--- src/rtl/eth_pkg.sv ---
// Shared Ethernet definitions: CRC32 constants, frame length limits, the MAC TX state
// encoding and a byte-wide reflected CRC32 step reused by the TX and RX paths.
package eth_pkg;

  localparam logic [31:0] CRC32_POLY_REFL = 32'hEDB88320;
  localparam logic [31:0] CRC32_INIT      = 32'hFFFFFFFF;
  localparam int          ETH_MIN_LEN     = 60;
  localparam int          ETH_MAX_LEN     = 1514;
  localparam int          ETH_IFG_CYCLES  = 12;

  typedef enum logic [2:0] {
    IDLE,
    DATA,
    TRUNC,
    PAD,
    FCS,
    IFG
  } mac_tx_state_t;

  // One byte through the reflected CRC32, bit 0 of the byte first.
  function automatic logic [31:0] crc32_d8(input logic [31:0] crc, input logic [7:0] data);
    logic [31:0] c;
    c = crc ^ {24'h000000, data};
    for (int i = 0; i < 8; i++) begin
      c = c[0] ? ((c >> 1) ^ CRC32_POLY_REFL) : (c >> 1);
    end
    return c;
  endfunction

endpackage

--- src/rtl/eth_mac_tx_if.sv ---
// Byte streams around the MAC transmit framer: user side (in_*) and PCS side (tx_*).
interface eth_mac_tx_if;

  // in_*: a byte moves on a clock edge where in_valid && in_ready; in_ready never waits on
  // in_valid. tx_*: a byte moves on an edge where tx_valid && !tx_pause; while paused the
  // sender holds tx_data/tx_eof stable.
  logic       in_valid;
  logic [7:0] in_data;
  logic       in_last;
  logic       in_ready;
  logic       tx_valid;
  logic [7:0] tx_data;
  logic       tx_eof;
  logic       tx_pause;

  modport slave (
    input  in_valid, in_data, in_last, tx_pause,
    output in_ready, tx_valid, tx_data, tx_eof
  );

  modport master (
    output in_valid, in_data, in_last, tx_pause,
    input  in_ready, tx_valid, tx_data, tx_eof
  );

endinterface

--- src/rtl/crc32_d8_reg.sv ---
// Registered byte-wide CRC32 accumulator with synchronous clear and update enable.
module crc32_d8_reg
  import eth_pkg::*;
(
  input  logic        clk,
  input  logic        reset_n,
  input  logic        clr,
  input  logic        en,
  input  logic [7:0]  data,
  output logic [31:0] crc
);

  always_ff @(posedge clk) begin
    if (!reset_n || clr) begin
      crc <= CRC32_INIT;
    end else if (en) begin
      crc <= crc32_d8(crc, data);
    end
  end

endmodule

--- src/rtl/eth_mac_tx.sv ---
// Ethernet MAC TX framer: pads to MIN_LEN, truncates at MAX_LEN, appends the FCS and enforces IFG.
// Define ETH_MAC_TX_STATS_EN to add the stat_frames / stat_trunc counters.
module eth_mac_tx
  import eth_pkg::*;
#(
  parameter int MIN_LEN    = ETH_MIN_LEN,
  parameter int MAX_LEN    = ETH_MAX_LEN,
  parameter int IFG_CYCLES = ETH_IFG_CYCLES
) (
  input  logic          clk,
  input  logic          reset_n,
  eth_mac_tx_if.slave   bus,
  output mac_tx_state_t dbg_state
`ifdef ETH_MAC_TX_STATS_EN
  ,
  output logic [31:0]   stat_frames,
  output logic [15:0]   stat_trunc
`endif
);

  mac_tx_state_t state, state_nxt;
  logic [10:0]   len;
  logic [10:0]   len_in;
  logic [15:0]   cnt;
  logic          trunc;
  logic [31:0]   crc;
  logic [31:0]   fcs;
  logic          ld_ok, rdy, accept;
  logic          load, load_eof, crc_en, crc_clr;
  logic [7:0]    load_data;

  // The output register may take a new value whenever it is empty or its byte is leaving.
  assign ld_ok  = !bus.tx_valid || !bus.tx_pause;
  assign rdy    = reset_n && (((state == IDLE) || (state == DATA)) ? ld_ok : (state == TRUNC));
  assign accept = bus.in_valid && rdy;
  assign len_in = (state == IDLE) ? 11'd1 : len + 11'd1;
  assign fcs    = trunc ? crc : ~crc;

  assign bus.in_ready = rdy;
  assign dbg_state    = state;

  always_ff @(posedge clk) begin
    if (!reset_n) begin
      state <= IDLE;
    end else begin
      state <= state_nxt;
    end
  end

  always_comb begin
    state_nxt = state;
    unique case (state)
      IDLE, DATA: begin
        if (accept) begin
          if (bus.in_last) begin
            state_nxt = (int'(len_in) < MIN_LEN) ? PAD : FCS;
          end else if (int'(len_in) >= MAX_LEN) begin
            state_nxt = TRUNC;
          end else begin
            state_nxt = DATA;
          end
        end
      end
      TRUNC:   if (accept && bus.in_last) state_nxt = FCS;
      PAD:     if (ld_ok && int'(len_in) >= MIN_LEN) state_nxt = FCS;
      FCS:     if (ld_ok && cnt == 16'd3) state_nxt = IFG;
      IFG:     if (ld_ok && int'(cnt) + 1 >= IFG_CYCLES) state_nxt = IDLE;
      default: state_nxt = IDLE;
    endcase
  end

  always_comb begin
    load      = 1'b0;
    load_data = 8'h00;
    load_eof  = 1'b0;
    crc_en    = 1'b0;
    crc_clr   = 1'b0;
    unique case (state)
      IDLE, DATA: begin
        load      = accept;
        load_data = bus.in_data;
        crc_en    = accept;
      end
      PAD: begin
        load   = ld_ok;
        crc_en = ld_ok;
      end
      FCS: begin
        load      = ld_ok;
        load_data = fcs[{cnt[1:0], 3'b000} +: 8];
        load_eof  = (cnt == 16'd3);
      end
      IFG:     crc_clr = (state_nxt == IDLE);
      default: ;
    endcase
  end

  crc32_d8_reg u_crc (
    .clk     (clk),
    .reset_n (reset_n),
    .clr     (crc_clr),
    .en      (crc_en),
    .data    (load_data),
    .crc     (crc)
  );

  // cnt indexes FCS bytes, then counts IFG cycles starting with the eof transfer cycle.
  always_ff @(posedge clk) begin
    if (!reset_n) begin
      bus.tx_valid <= 1'b0;
      bus.tx_data  <= 8'h00;
      bus.tx_eof   <= 1'b0;
      len          <= 11'd0;
      cnt          <= 16'd0;
      trunc        <= 1'b0;
    end else begin
      if (ld_ok) begin
        bus.tx_valid <= load;
        bus.tx_eof   <= load_eof;
        if (load) bus.tx_data <= load_data;
      end
      if (crc_en) len <= len_in;
      if (state_nxt != state) begin
        cnt <= 16'd0;
      end else if (ld_ok && ((state == FCS) || (state == IFG))) begin
        cnt <= cnt + 16'd1;
      end
      if ((state == TRUNC) && (state_nxt == FCS)) begin
        trunc <= 1'b1;
      end else if (state == IFG) begin
        trunc <= 1'b0;
      end
    end
  end

`ifdef ETH_MAC_TX_STATS_EN
  always_ff @(posedge clk) begin
    if (!reset_n) begin
      stat_frames <= 32'd0;
      stat_trunc  <= 16'd0;
    end else begin
      if (bus.tx_valid && bus.tx_eof && !bus.tx_pause) stat_frames <= stat_frames + 32'd1;
      if ((state != TRUNC) && (state_nxt == TRUNC)) stat_trunc <= stat_trunc + 16'd1;
    end
  end
`endif

endmodule

--- src/flat_wrapper.sv ---
// flat-port wrapper written by rule: the top's interface ports become plain ports
module eth_mac_tx_flat import eth_pkg::*;
#(
  parameter int MIN_LEN    = ETH_MIN_LEN,
  parameter int MAX_LEN    = ETH_MAX_LEN,
  parameter int IFG_CYCLES = ETH_IFG_CYCLES
)
  (clk, reset_n, dbg_state, bus_in_valid, bus_in_data, bus_in_last, bus_tx_pause, bus_in_ready, bus_tx_valid, bus_tx_data, bus_tx_eof);
  eth_mac_tx_if bus_i ();
  input  logic clk;
  input  logic reset_n;
  output mac_tx_state_t dbg_state;
  input wire logic [$bits(bus_i.in_valid)-1:0] bus_in_valid;
  input wire logic [$bits(bus_i.in_data)-1:0] bus_in_data;
  input wire logic [$bits(bus_i.in_last)-1:0] bus_in_last;
  input wire logic [$bits(bus_i.tx_pause)-1:0] bus_tx_pause;
  output wire logic [$bits(bus_i.in_ready)-1:0] bus_in_ready;
  output wire logic [$bits(bus_i.tx_valid)-1:0] bus_tx_valid;
  output wire logic [$bits(bus_i.tx_data)-1:0] bus_tx_data;
  output wire logic [$bits(bus_i.tx_eof)-1:0] bus_tx_eof;
  assign bus_i.in_valid = bus_in_valid;
  assign bus_i.in_data = bus_in_data;
  assign bus_i.in_last = bus_in_last;
  assign bus_i.tx_pause = bus_tx_pause;
  assign bus_in_ready = bus_i.in_ready;
  assign bus_tx_valid = bus_i.tx_valid;
  assign bus_tx_data = bus_i.tx_data;
  assign bus_tx_eof = bus_i.tx_eof;
  eth_mac_tx #(.MIN_LEN(MIN_LEN), .MAX_LEN(MAX_LEN), .IFG_CYCLES(IFG_CYCLES)) u_core (.clk(clk), .reset_n(reset_n), .bus(bus_i), .dbg_state(dbg_state));
endmodule
--- config.mk ---
export PLATFORM = sky130hd
export DESIGN_NAME = eth_mac_tx_flat
export DESIGN_NICKNAME = d
export VERILOG_FILES = /design/src/rtl/eth_pkg.sv /design/src/rtl/eth_mac_tx_if.sv /design/src/rtl/crc32_d8_reg.sv /design/src/rtl/eth_mac_tx.sv /design/src/flat_wrapper.sv
export SDC_FILE = /design/constraint.sdc
export NUM_CORES = 1
export LEC_CHECK = 0
export CAP_MARGIN = 20
export CORE_UTILIZATION = 45
export CTS_BUF_LIST = sky130_fd_sc_hd__clkbuf_16
export DETAILED_ROUTE_END_ITERATION = 10
export GPL_ROUTABILITY_DRIVEN = 0
export MAX_ROUTING_LAYER = met4
export PLACE_DENSITY = 0.65
export SETUP_SLACK_MARGIN = 0.3
export SYNTH_ARGS = -nofsm -noshare
export SYNTH_HDL_FRONTEND = slang
export SYNTH_SLANG_ARGS = --single-unit
--- constraint.sdc ---
create_clock -name clk -period 8.1 [get_ports clk]
set_clock_uncertainty 0.15 [all_clocks]
set_input_delay 1.215 -clock clk [delete_from_list [all_inputs] [get_ports clk]]
set_output_delay 1.215 -clock clk [all_outputs]
set_load 0.05 [all_outputs]
==> flow_metrics.tcl <==
set metrics [dict create \
    wl_per_cell_um 16.0 \
    path_class "in -> out" \
    first_iter_violations 208 \
    synth_ff_type "dfxtp_1" \
    cts_resized 0 \
    share_seq_of_total_power_pct 31.9 \
    cpMaxStageDelayCell "clkdlybuf4s50_1" \
    root_buffer "clkbuf_16" \
    grt_pass1_wl_mm 18.7 \
    synth-seq-cells 73 \
    yosysMostFrequentCell "dfxtp_1" \
    powerDensity_mw_per_mm2 241 \
    cp_common_cell "clkdlybuf4s50_1" \
    rsz0062_at_grt "false" \
    postCtsHoldBufs 0 \
    power.leakage_nw 1.94 \
    finalHoldViolCount 0 \
    clkSinkCount 73 \
    vdd_ir_drop_max_mv 0.122 \
    p_sw_share_pct 31.1 \
    arrival_ns 3.10 \
    async_flop_share_pct 0 \
    n_antenna_cell 0 \
    ys_seq_area_share_pct 30.5 \
    grt_util_all_layers_pct 22.1 \
    syn_inst 533 \
    ys_types 53 \
    hpwl_mm 7.53 \
    combPwrFrac_pct 33.6 \
    p_total_mw 1.31 \
    synth_warnings 0 \
    synth_top_area_cell "dfxtp_1" \
    switchingPower_mw 0.406 \
    clockPowerShare_pct 34.5 \
    fin_crit_ns 4.46 \
    synthToLayoutAreaGrowth_pct 13.4 \
    p_int_mw 0.901 \
    hold_path.class "reg -> reg" \
    maxCapViolCount 0 \
    endpoint_kind "output port" \
    synth.top_cell.area_share_pct 30.5 \
    synth_fp_nets 548 \
    grt_pass1_vias 3705 \
    viasPerCell 5.63 \
    cp_cell_sequence "clkdlybuf4s50_1 -> o2111a_1 -> clkdlybuf4s50_1" \
    grt-ovfl-total 0 \
    fin_nets 551 \
    period_share_pct 55.1 \
    synth_edf_count 0 \
    rows 37 \
    core_mm2 0.0103 \
    drive_above_1_share_pct 10.9 \
    antenna_found_initial 0 \
    insertion_delay_ns 0.33 \
    worst_slack_ns 3.64 \
    cts_buffer_depth 2 \
    post-place-ws_ns 3.64 \
    status "complete, no violations" \
    num_vias 3809 \
    required_ns 6.73 \
    r2r_slack_ns 4.37 \
    post_cts_buffers 0 \
    tns_ns 0 \
    wl_mm 10.8 \
    die_w_um 105 \
    setup_violations 0 \
    fmax_ghz 0.224 \
    avgSynthCellArea_um2 8.98 \
    synthTopCellsByCount "73 x dfxtp_1, 66 x xnor2_1, 64 x nand2_1" \
    dr.pass1.iters 5 \
    die_h_um 105 \
    numCtsBuffers 9 \
    startpoint_type "input port" \
    crit_fanout 14 \
    cp_num_buf_inv 2 \
    path_delay_family "buffers and inverters" \
    detail-route-antenna-nets 0 \
    cts_htree_levels 3 \
    io_buffers 26 \
    ioPinCount 27 \
    slew_violations 0 \
    worst_pin_slew_ns 0.826 \
    clkTransAtPathRegs_ns 0.06 \
    start_util_pct 46.4 \
    slowest_delay_ns 0.81 \
    max_slew_margin_pct 44.9 \
    grt_max_degree 72 \
    remaining_drc_errors 0 \
    die_area_mm2 0.0111 \
    syn_area_mm2 0.00479 \
    ys_top_cells_by_area "dfxtp_1 31%, xnor2_1 12%, xnor2_4 6.3%" \
    cts_tree "yes" \
]
[tightest hold or removal path, stage by stage, from the launching register on]
cell and delay, ns:
dfxtp_1 0.33, a21oi_1 0.06, nor2_1 0.07
[logic make-up (layout without fill, tap and decap cells)]
kind of cell    after synthesis  count (layout)  synth area share, %
simple gates                179             179                 18.1
compound gates              120             120                 17.8
xor+xnor                    104             104                 24.9
flops                        73              73                 30.5
buf+inv                      45              53                 4.00
mux                          10              10                 4.21
fa+ha+maj                     2               2                0.523
[through the flow]
stage | std cells | hold WS [ns] | util, % | area, um2
after floorplan | 533 | 0.322 | - | 4790
after global placement | 661 | 0.331 | 49.3 | 5090
after detailed placement | 661 | 0.333 | 49.3 | 5090
after CTS | 677 | 0.348 | 52.6 | 5430
after global routing | 677 | 0.388 | 52.6 | 5430
final | 677 | 0.345 | 52.6 | 5430
[area by class of cell]
class	count	area, um2
fillers	949	4900
inverters	7	26.3
multi-input cells	415	3140
clock buffers	9	225
repair buffers	30	290
flip-flops and latches	73	1460
well taps	136	170
clock inverters	7	109
[layer usage]
metal	part of all wire, %	GRT usage (%)	vias to the layer above
li1	-	-	1905
met1	47	28.5	1814
met2	48	35.2	78
met3	4.2	4.30	12
met4	1.4	6.04	0
met5	0	-	-
[registers in the layout, summed over array words and instances, names as in the netlist]
register,count
u_core.len,11
u_core.cnt,16
u_core.u_crc.crc,32
u_core.dbg_state,3
u_core.bus.tx_data,8
u_core.trunc,1
u_core.bus.tx_eof,1
u_core.bus.tx_valid,1
[path summary, 6_finish.rpt]
check / start / cells after the start / endpoint
max: reset_n / 3 / bus_in_ready
min: u_core.bus.tx_eof$_SDFFE_PN0N_ / 2 / u_core.bus.tx_eof$_SDFFE_PN0N_
max reg2reg: u_core.cnt[0]$_SDFFE_PP0P_ / 10 / u_core.u_crc.crc[17]$_SDFFE_PP1P_
min reg2reg: u_core.bus.tx_eof$_SDFFE_PN0N_ / 2 / u_core.bus.tx_eof$_SDFFE_PN0N_
[power groups by stage]
stage | registers [mW] | clock network [mW] | logic [mW]
2_1_floorplan | 0.434 | 0 | 0.353
3_3_place_gp | 0.424 | 0 | 0.439
3_5_place_dp | 0.426 | 0 | 0.442
4_1_cts | 0.418 | 0.460 | 0.446
5_1_grt | 0.422 | 0.473 | 0.480
6_report | 0.417 | 0.451 | 0.439
[cells in the final DEF, fill, tap and decap left out, drive strengths merged, types with 3 or more instances in the layout]
cell,instances
xnor2,85
dfxtp,73
nand2,64
o211ai,32
nor2,28
clkdlybuf4s50,26
o21ai,21
nor3,21
a21oi,19
nand3,19
xor2,18
a22oi,15
and2,9
clkbuf,9
mux4,8
a31oi,8
inv,7
or3,7
nand4,7
and3,5
nor4,4
o31ai,4
a211oi,4
nor3b,4
buf,4
clkinv,4
and4,3
o22ai,3
nor2b,3
bufinv,3
No activity file was read; power rests on OpenSTA's default activity.
